$ cat src/rtl/theta_pkg.sv
// Shared types, sizes and parity helpers for the theta column-mix stage.
package theta_pkg;

  localparam int unsigned LINE_W = 25;
  localparam int unsigned SLICES = 64;
  localparam int unsigned CNT_W  = 6;

  localparam logic [CNT_W-1:0] LastSlice = CNT_W'(SLICES - 1);

  typedef enum logic [1:0] {
    StIdle,
    StPre,
    StRun,
    StDone
  } theta_state_e;

  // Lane bit position inside a slice line: x selects column, y selects row.
  function automatic int bit_idx(input int x, input int y);
    return 5 * y + x;
  endfunction

  function automatic logic [4:0] col_par(input logic [LINE_W-1:0] line);
    logic [4:0] par;
    par = '0;
    for (int x = 0; x < 5; x++) begin
      for (int y = 0; y < 5; y++) begin
        par[x] = par[x] ^ line[bit_idx(x, y)];
      end
    end
    return par;
  endfunction

endpackage

$ cat src/rtl/theta_slice_mix.sv
// Combinational mix of one slice line with its own column parities and the
// parities of the previous slice.
module theta_slice_mix
  import theta_pkg::*;
(
  input  logic [LINE_W-1:0] line_i,
  input  logic [4:0]        prev_par_i,
  output logic [LINE_W-1:0] mixed_o,
  output logic [4:0]        col_par_o
);

  logic [4:0] par;
  logic [4:0] d;

  always_comb begin
    par = col_par(line_i);
    d   = '0;
    // Column x takes parity of column x-1 in this slice and x+1 in the slice before.
    for (int x = 0; x < 5; x++) begin
      d[x] = par[(x + 4) % 5] ^ prev_par_i[(x + 1) % 5];
    end
    mixed_o = line_i;
    for (int x = 0; x < 5; x++) begin
      for (int y = 0; y < 5; y++) begin
        mixed_o[bit_idx(x, y)] = line_i[bit_idx(x, y)] ^ d[x];
      end
    end
  end

  assign col_par_o = par;

endmodule

$ cat src/rtl/theta_apply_func.sv
// In-place theta column-parity mix over the 64-slice matrix memory.
// Optional THETA_CHECKSUM_EN adds an XOR checksum of all written lines.
module theta_apply_func
  import theta_pkg::*;
(
  input  logic              clk,
  input  logic              rst,
  input  logic              start,
  input  logic [LINE_W-1:0] line_in,
  output logic [CNT_W-1:0]  cnt_value,
  output logic              write_enable,
  output logic [LINE_W-1:0] write_value,
  output logic              done
`ifdef THETA_CHECKSUM_EN
  ,
  output logic [LINE_W-1:0] checksum
`endif
);

  theta_state_e      state_q, state_d;
  logic [CNT_W-1:0]  cnt_q, cnt_d;
  logic [4:0]        prev_par_q, prev_par_d;
  logic [4:0]        cur_par;
  logic [LINE_W-1:0] mixed;

  theta_slice_mix u_slice_mix (
    .line_i     (line_in),
    .prev_par_i (prev_par_q),
    .mixed_o    (mixed),
    .col_par_o  (cur_par)
  );

  always_comb begin
    state_d      = state_q;
    cnt_d        = cnt_q;
    prev_par_d   = prev_par_q;
    write_enable = 1'b0;
    done         = 1'b0;
    unique case (state_q)
      StIdle: begin
        // Park on the last slice so PRE reads slice 63 before it is overwritten.
        cnt_d = LastSlice;
        if (start) begin
          state_d = StPre;
        end
      end
      StPre: begin
        prev_par_d = cur_par;
        cnt_d      = '0;
        state_d    = StRun;
      end
      StRun: begin
        write_enable = 1'b1;
        prev_par_d   = cur_par;
        cnt_d        = cnt_q + CNT_W'(1);
        if (cnt_q == LastSlice) begin
          state_d = StDone;
        end
      end
      StDone: begin
        done    = 1'b1;
        state_d = StIdle;
      end
      default: begin
        state_d = StIdle;
      end
    endcase
  end

  always_ff @(posedge clk) begin
    if (!rst) begin
      state_q    <= StIdle;
      cnt_q      <= '0;
      prev_par_q <= '0;
    end else begin
      state_q    <= state_d;
      cnt_q      <= cnt_d;
      prev_par_q <= prev_par_d;
    end
  end

  assign cnt_value   = cnt_q;
  assign write_value = mixed;

`ifdef THETA_CHECKSUM_EN
  logic [LINE_W-1:0] checksum_q, checksum_d;

  always_comb begin
    checksum_d = checksum_q;
    if (state_q == StPre) begin
      checksum_d = '0;
    end else if (state_q == StRun) begin
      checksum_d = checksum_q ^ mixed;
    end
  end

  always_ff @(posedge clk) begin
    if (!rst) begin
      checksum_q <= '0;
    end else begin
      checksum_q <= checksum_d;
    end
  end

  assign checksum = checksum_q;
`endif

endmodule

$ cat config.mk
export PLATFORM = sky130hd
export DESIGN_NAME = theta_apply_func
export DESIGN_NICKNAME = d
export VERILOG_FILES = /design/src/rtl/theta_pkg.sv /design/src/rtl/theta_slice_mix.sv /design/src/rtl/theta_apply_func.sv
export SDC_FILE = /design/constraint.sdc
export NUM_CORES = 1
export LEC_CHECK = 0
export BUFFER_PORTS_ARGS = -buffer_cell sky130_fd_sc_hd__buf_2
export CAP_MARGIN = 25
export CORE_MARGIN = 1
export CORE_UTILIZATION = 25
export CTS_CLUSTER_SIZE = 20
export DETAILED_ROUTE_END_ITERATION = 7
export SETUP_SLACK_MARGIN = 0.2
export SLEW_MARGIN = 20
export SYNTH_ARGS = -nofsm -noshare
export SYNTH_HDL_FRONTEND = slang
export SYNTH_SLANG_ARGS = --single-unit
export TNS_END_PERCENT = 20
$ cat constraint.sdc
create_clock -name clk -period 2.4 [get_ports clk]
set_clock_uncertainty 0.05 [all_clocks]
set_input_delay 0.6 -clock clk [delete_from_list [all_inputs] [get_ports clk]]
set_output_delay 0.6 -clock clk [all_outputs]
set_load 0.02 [all_outputs]
==> impl_metrics.csv, run 1 <==
group,metric,value,unit
pwr,internal_power,1510,uW
critical_path,crit_required,1750,ps
critical_path,crit_start,"line_in[15]",
clock_network,path_clk_slew,60,ps
clock_network,cts_sinks,13,
pwr,p_sw_share,48.1,%
drt,drt_iter0_drc,27,
sta,hold_ws,445,ps
run_status,failed_checks,"negative setup slack",
drt,drc_errors,0,
synthesis,synthSimpleGateAreaFrac,11.2,%
sta,setup_violations,5,
global_route,antenna_found_initial,0,
synthesis,synth_top_area_share,20.4,%
global_route,grt_pass1_wl,4.37,mm
pwr,powerDensity,1420,nW/um^2
clock_network,cts_hold_buf,0,
synthesis,synthXorXnorAreaFrac,47.5,%
sta,relSlewSlack,69.7,%
placement,io_buffers,60,
sta,rsz0062_at_grt,"true",
finish,mostFrequentLayoutCells,"36 x buf_4, 31 x buf_2, 20 x xor2_1",
sta,worst_pin_slew,452,ps
synthesis,ys_top_cells_by_area,"dfxtp_1 20%, xor2_1 17%, xnor2_2 10%",
synthesis,ys.flop_type,"dfxtp_1",
global_route,grt_max_degree,15,
sta,hold_viol_final,0,
synthesis,synthArstFlopShare,0,%
pwr,pwr-share-seq,15.2,%
placement,routabilityCongestion,0.754,
drt,vias,1117,
flow_run,maxCapViolations,0,
clock_network,cts-htree-levels,1,
drt,drt_pass1_iterations,4,
critical_path,crit_end,"write_value[6]",
synthesis,synth_edf_count,0,
drt,final_antenna_net_count,0,
pwr,pwr-share-clk,6.9,%
worst_hold_path,min_from,"prev_par_q[3]$_SDFFE_PN0P_",
drt,via_per_inst,4.08,
global_route,overflow,0,
die,core_area,4820,um^2
sta,finalSetupTns,-933,ps
sta,clock.fmax,0.386,GHz
run_status,outcome,"finished with violations",
synthesis,netlist_area,1280,um^2
sta,finalCriticalPeriod,2590,ps
critical_path,critical_path_class,"in -> out",
synthesis,synthCells,129,
sta,fin_crit_sh,108,%
clock_network,clockBufferDepth,2,
die,row_count,25,
clock_network,insertion_delay,250,ps
synthesis,yosysWarningCount,0,
synthesis,synth_top_family_by_area,"XOR/XNOR gates",
finish,layout_commonest_cell,"buf_4",
clock_network,root_buffer,"clkbuf_8",
critical_path,arrival,1940,ps
pwr,combPwrFrac,77.9,%
synthesis,synth_fa_ha_area_share,5.88,%
synthesis,ys_seq_elements,13,
finish,drive_above_1_share,50.7,%
drt,routed_wl,2.72,mm
die,ioPinCount,61,
critical_path,worstReg2RegEnd,"state_q[1]$_SDFFE_PN0P_",
critical_path,worstPathMaxFanout,5,
sta,layout_setup_ws,-188,ps
pwr,p_leak,0.000939,uW
worst_hold_path,hp-class,"reg -> reg",
drt,wire_per_inst,9.93,um
synthesis,synth-compound-area-share,11.3,%
pwr,worst_ir_drop_vdd,0.815,mV
die,dieArea,5390,um^2
synthesis,syn-num-nets,163,
global_route,grt_use_total,10.2,%
finish,antenna_cells,0,
critical_path,rrSetupSlack,510,ps
placement,dp.final_hpwl,2.09,mm
clock_network,cts_buffers,3,
synthesis,synth_cell_types,31,
synthesis,synth.largest_area_cell,"dfxtp_1",
synthesis,syn_area_per_cell,9.89,um^2
global_route,grt_pass1_vias,1036,
critical_path,end_kind,"output pin",
die,chipWidth,73.5,um
synthesis,ys_seq_area_share,20.4,%
synthesis,synthMuxAreaShare,0.784,%
pwr,p_sw,1400,uW
critical_path,start_kind,"input pin",
finish,areaGrowthSynthToFinish,60.7,%
die,initial_core_util,26.5,%
placement,preCtsSetupSlack,-290,ps
clock_network,cts_tree,"built",
critical_path,r2r-start,"state_q[0]$_SDFFE_PN0P_",
finish,nNetsFinal,242,
sta,finalMaxSlewViolations,0,
die,dieHeight,73.5,um
critical_path,ff2ff_path_depth,6,
==> cell type report <==
class                      count  area, um^2
clock inverter                 1        5.00
multi-input combinational    106        1080
sequential                    13         260
timing repair buffer          77         551
fill                         498        2770
inverter                       7        26.3
tap                           67        83.8
clock buffer                   3        41.3
==> power by group through the flow <==
stage	sequential [uW]	combinational [uW]	clock, uW
finish	441	2260	201
global route	459	2440	218
detailed placement	446	1900	0
floorplan	481	1310	0
CTS	440	2170	203
global placement	444	1890	0
==> state kept, by name, summed over array words and instances (netlist names) <==
name / flops
cnt_value: 6
state_q: 2
prev_par_q: 5
==> synthesized netlist by cell type, types with 4 or more instances <==
library cell and number:
xnor2_2 8, ha_1 6, xnor2_1 13, a31oi_1 4, dfxtp_1 13, o21ai_1 4
nand3b_1 5, xor2_1 25, xor2_2 4, a21oi_1 4, inv_1 7, and2_1 4
==> critical path: stages <==
cell and delay (ps):
buf_6 70, xnor3_2 450, xnor2_4 240, xnor2_4 150
buf_12 150, xor2_2 140, buf_6 130
==> layer usage <==
metal	vias up	GRT usage, %	share of wire, %
li1	581	-	-
met1	492	13.3	46
met2	42	16.8	47
met3	2	3.29	6.7
met4	0	1.28	0.26
met5	-	0	0
==> through the flow <==
step	util (%)	instances	power, uW	instance area, um^2
floorplan	-	129	1800	1310
global placement	37.5	269	2330	1810
detailed placement	37.5	269	2340	1810
CTS	40.8	274	2820	1960
global route	42.6	274	3120	2050
finish	42.6	274	2900	2050
==> worst min-delay path by stage <==
stage	slack [ps]	cells past startpoint	endpoint
detailed placement	440	2	prev_par_q[1]$_SDFFE_PN0P_
global placement	440	2	prev_par_q[3]$_SDFFE_PN0P_
finish	440	2	prev_par_q[3]$_SDFFE_PN0P_
floorplan	410	2	prev_par_q[1]$_SDFFE_PN0P_
global route	480	2	cnt_value[5]$_SDFFE_PN0P_
CTS	450	2	prev_par_q[1]$_SDFFE_PN0P_
==> cell families (layout without fill, tap and decap cells) <==
logic type      after synthesis  count (layout)
flops                        13              13
buf+inv                      10              88
xor+xnor                     53              53
simple gates                 23              23
fa+ha+maj                     6               6
compound gates               23              23
mux                           1               1
==> what timing repair did <==
item                                    CTS  global route
pin swaps                                13            12
setup buffers                             1             0
endpoints found under the setup margin   25            25
gates resized for setup                  27            17
endpoints found under the hold margin     0             0
No activity file was read; power rests on OpenSTA's default activity.
==> run 2: changes to the inputs <==
==> constraint.sdc (replaced) <==
create_clock -name clk -period 2.4 [get_ports clk]
set_clock_uncertainty 0.05 [all_clocks]
set_input_delay 0.6 -clock clk [delete_from_list [all_inputs] [get_ports clk]]
set_output_delay 0.6 -clock clk [all_outputs]
set_load 0.1 [all_outputs]
==> run 2 against run 1 <==
Compared with the run above:
- the run still ends with negative setup slack left
- cell count rose by 6.2%
- non-clock buffer count rose by 17
- utilization rose by 19 points
- fmax fell by 4.6%
- first-iteration DRC count rose by 3.7%
- critical path depth did not move
- via count rose by 10%
- die area did not move
- critical path type unchanged
- largest cell class unchanged
==> impl_metrics.csv, run 2 (synthesis results as in run 1) <==
group,metric,value,unit
die,dieHeight,73.5,um
sta,clock.fmax,0.369,GHz
finish,areaGrowthSynthToFinish,133,%
drt,drt_iter0_drc,28,
global_route,use_met3,3.98,%
sta,finalMaxSlewViolations,0,
placement,io_buffers,60,
sta,layout_setup_ws,-313,ps
clock_network,cts_tree,"built",
critical_path,crit_required,1750,ps
critical_path,ff2ff_path_depth,7,
drt,via_per_inst,4.24,
run_status,outcome,"finished with violations",
sta,worst_pin_slew,491,ps
die,chipWidth,73.5,um
die,ioPinCount,61,
finish,layout_commonest_cell,"buf_12",
sta,hold_viol_final,0,
drt,routed_wl,3.31,mm
finish,mostFrequentLayoutCells,"30 x buf_12, 29 x buf_4, 26 x buf_2",
drt,drt_pass1_iterations,4,
clock_network,path_clk_slew,60,ps
sta,finalSetupTns,-2700,ps
flow_run,maxCapViolations,0,
clock_network,cts-htree-levels,1,
global_route,busiest_layer,"met2",
placement,dp.final_hpwl,2.78,mm
global_route,grt_pass1_vias,1300,
critical_path,worstReg2RegEnd,"state_q[1]$_SDFFE_PN0P_",
die,dieArea,5390,um^2
critical_path,r2r-start,"state_q[0]$_SDFFE_PN0P_",
finish,antenna_cells,0,
global_route,met1_usage,15.5,%
drt,wire_per_inst,11.4,um
finish,fillers,389,
clock_network,insertion_delay,240,ps
drt,vias,1233,
finish,final_core_util,61.7,%
global_route,grt_max_degree,15,
sta,relSlewSlack,67.5,%
clock_network,cts_hold_buf,0,
sta,setup_violations,25,
clock_network,cts_buffers,3,
run_status,failed_checks,"negative setup slack",
placement,routabilityCongestion,0.708,
drt,drc_errors,0,
finish,nNetsFinal,259,
die,core_area,4820,um^2
worst_hold_path,hp-class,"reg -> reg",
clock_network,clockBufferDepth,2,
clock_network,cts_sinks,13,
sta,rsz0062_at_grt,"true",
worst_hold_path,whs_path_depth,2,
sta,finalCriticalPeriod,2710,ps
finish,drive_above_1_share,63.8,%
clock_network,root_buffer,"clkbuf_8",
die,row_count,25,
global_route,overflow,0,
critical_path,rrSetupSlack,540,ps
critical_path,end_kind,"output pin",
drt,final_antenna_net_count,0,
worst_hold_path,min_from,"prev_par_q[3]$_SDFFE_PN0P_",
critical_path,worstPathMaxFanout,5,
die,initial_core_util,26.5,%
finish,largest_reg_flops,6,
sta,fin_crit_sh,113,%
global_route,antenna_found_initial,0,
global_route,met2_usage,24.6,%
worst_hold_path,whs_endpoint,"prev_par_q[3]$_SDFFE_PN0P_",
global_route,grt_pass1_wl,5.64,mm
critical_path,arrival,2060,ps
critical_path,start_kind,"input pin",
global_route,grt_use_total,13.6,%
critical_path,critical_path_class,"in -> out",
[run 2: changes by cell type in the layout (fill, tap and decap cells not counted), sizes merged]
cell,previous run,this run
buf,77,94
[run 2: final cells by class]
| type | instances | area [um^2] | area share (%) |
|---|---|---|---|
| inverter | 7 | 26.3 | 0.885 |
| multi-input combinational | 106 | 1500 | 50.5 |
| sequential | 13 | 260 | 8.76 |
| tap | 67 | 83.8 | 2.82 |
| clock buffer | 3 | 41.3 | 1.39 |
| timing repair buffer | 94 | 1050 | 35.5 |
| clock inverter | 1 | 5.00 | 0.168 |
[run 2: worst max-delay path by stage]
stage | start | end | cells past startpoint
4_1_cts | line_in[15] | write_value[1] | 7
5_1_grt | line_in[15] | write_value[21] | 7
2_1_floorplan | line_in[20] | write_value[11] | 4
6_report | line_in[15] | write_value[6] | 7
3_5_place_dp | line_in[20] | write_value[1] | 6
3_3_place_gp | line_in[20] | write_value[1] | 6
[run 2: per-stage QoR]
stage / cells / setup WS, ps / hold WS, ps / area, um^2
2_1_floorplan: 129 / -580 / 411 / 1750
3_3_place_gp: 285 / -510 / 429 / 2780
3_5_place_dp: 285 / -532 / 430 / 2780
4_1_cts: 291 / -322 / 441 / 2960
5_1_grt: 291 / -353 / 475 / 2970
6_report: 291 / -313 / 440 / 2970
[run 2: per-layer routing]
metal / wire length (um) / part of all wire (%)
met5: 0 / 0
met4: 19 / 0.57
met3: 225 / 6.8
met2: 1850 / 56
met1: 1210 / 37
[run 2: timing repair]
action                     4_1_cts  5_1_grt
pin swaps                       24       12
cloned                           0        0
setup endpoints to repair       25       25
gates resized for setup         16        2
buffers inserted                 2        0
[run 2: critical path, cell delays in order]
cell and delay [ps]:
buf_6 70, xnor3_2 450, xnor2_4 240, xnor2_4 150
buf_12 180, xor2_4 180, buf_12 190
Power of run 2 is left out: the tool's default activity adds up to more than one toggle a clock period on the data nets, which glitch-free logic cannot reach.
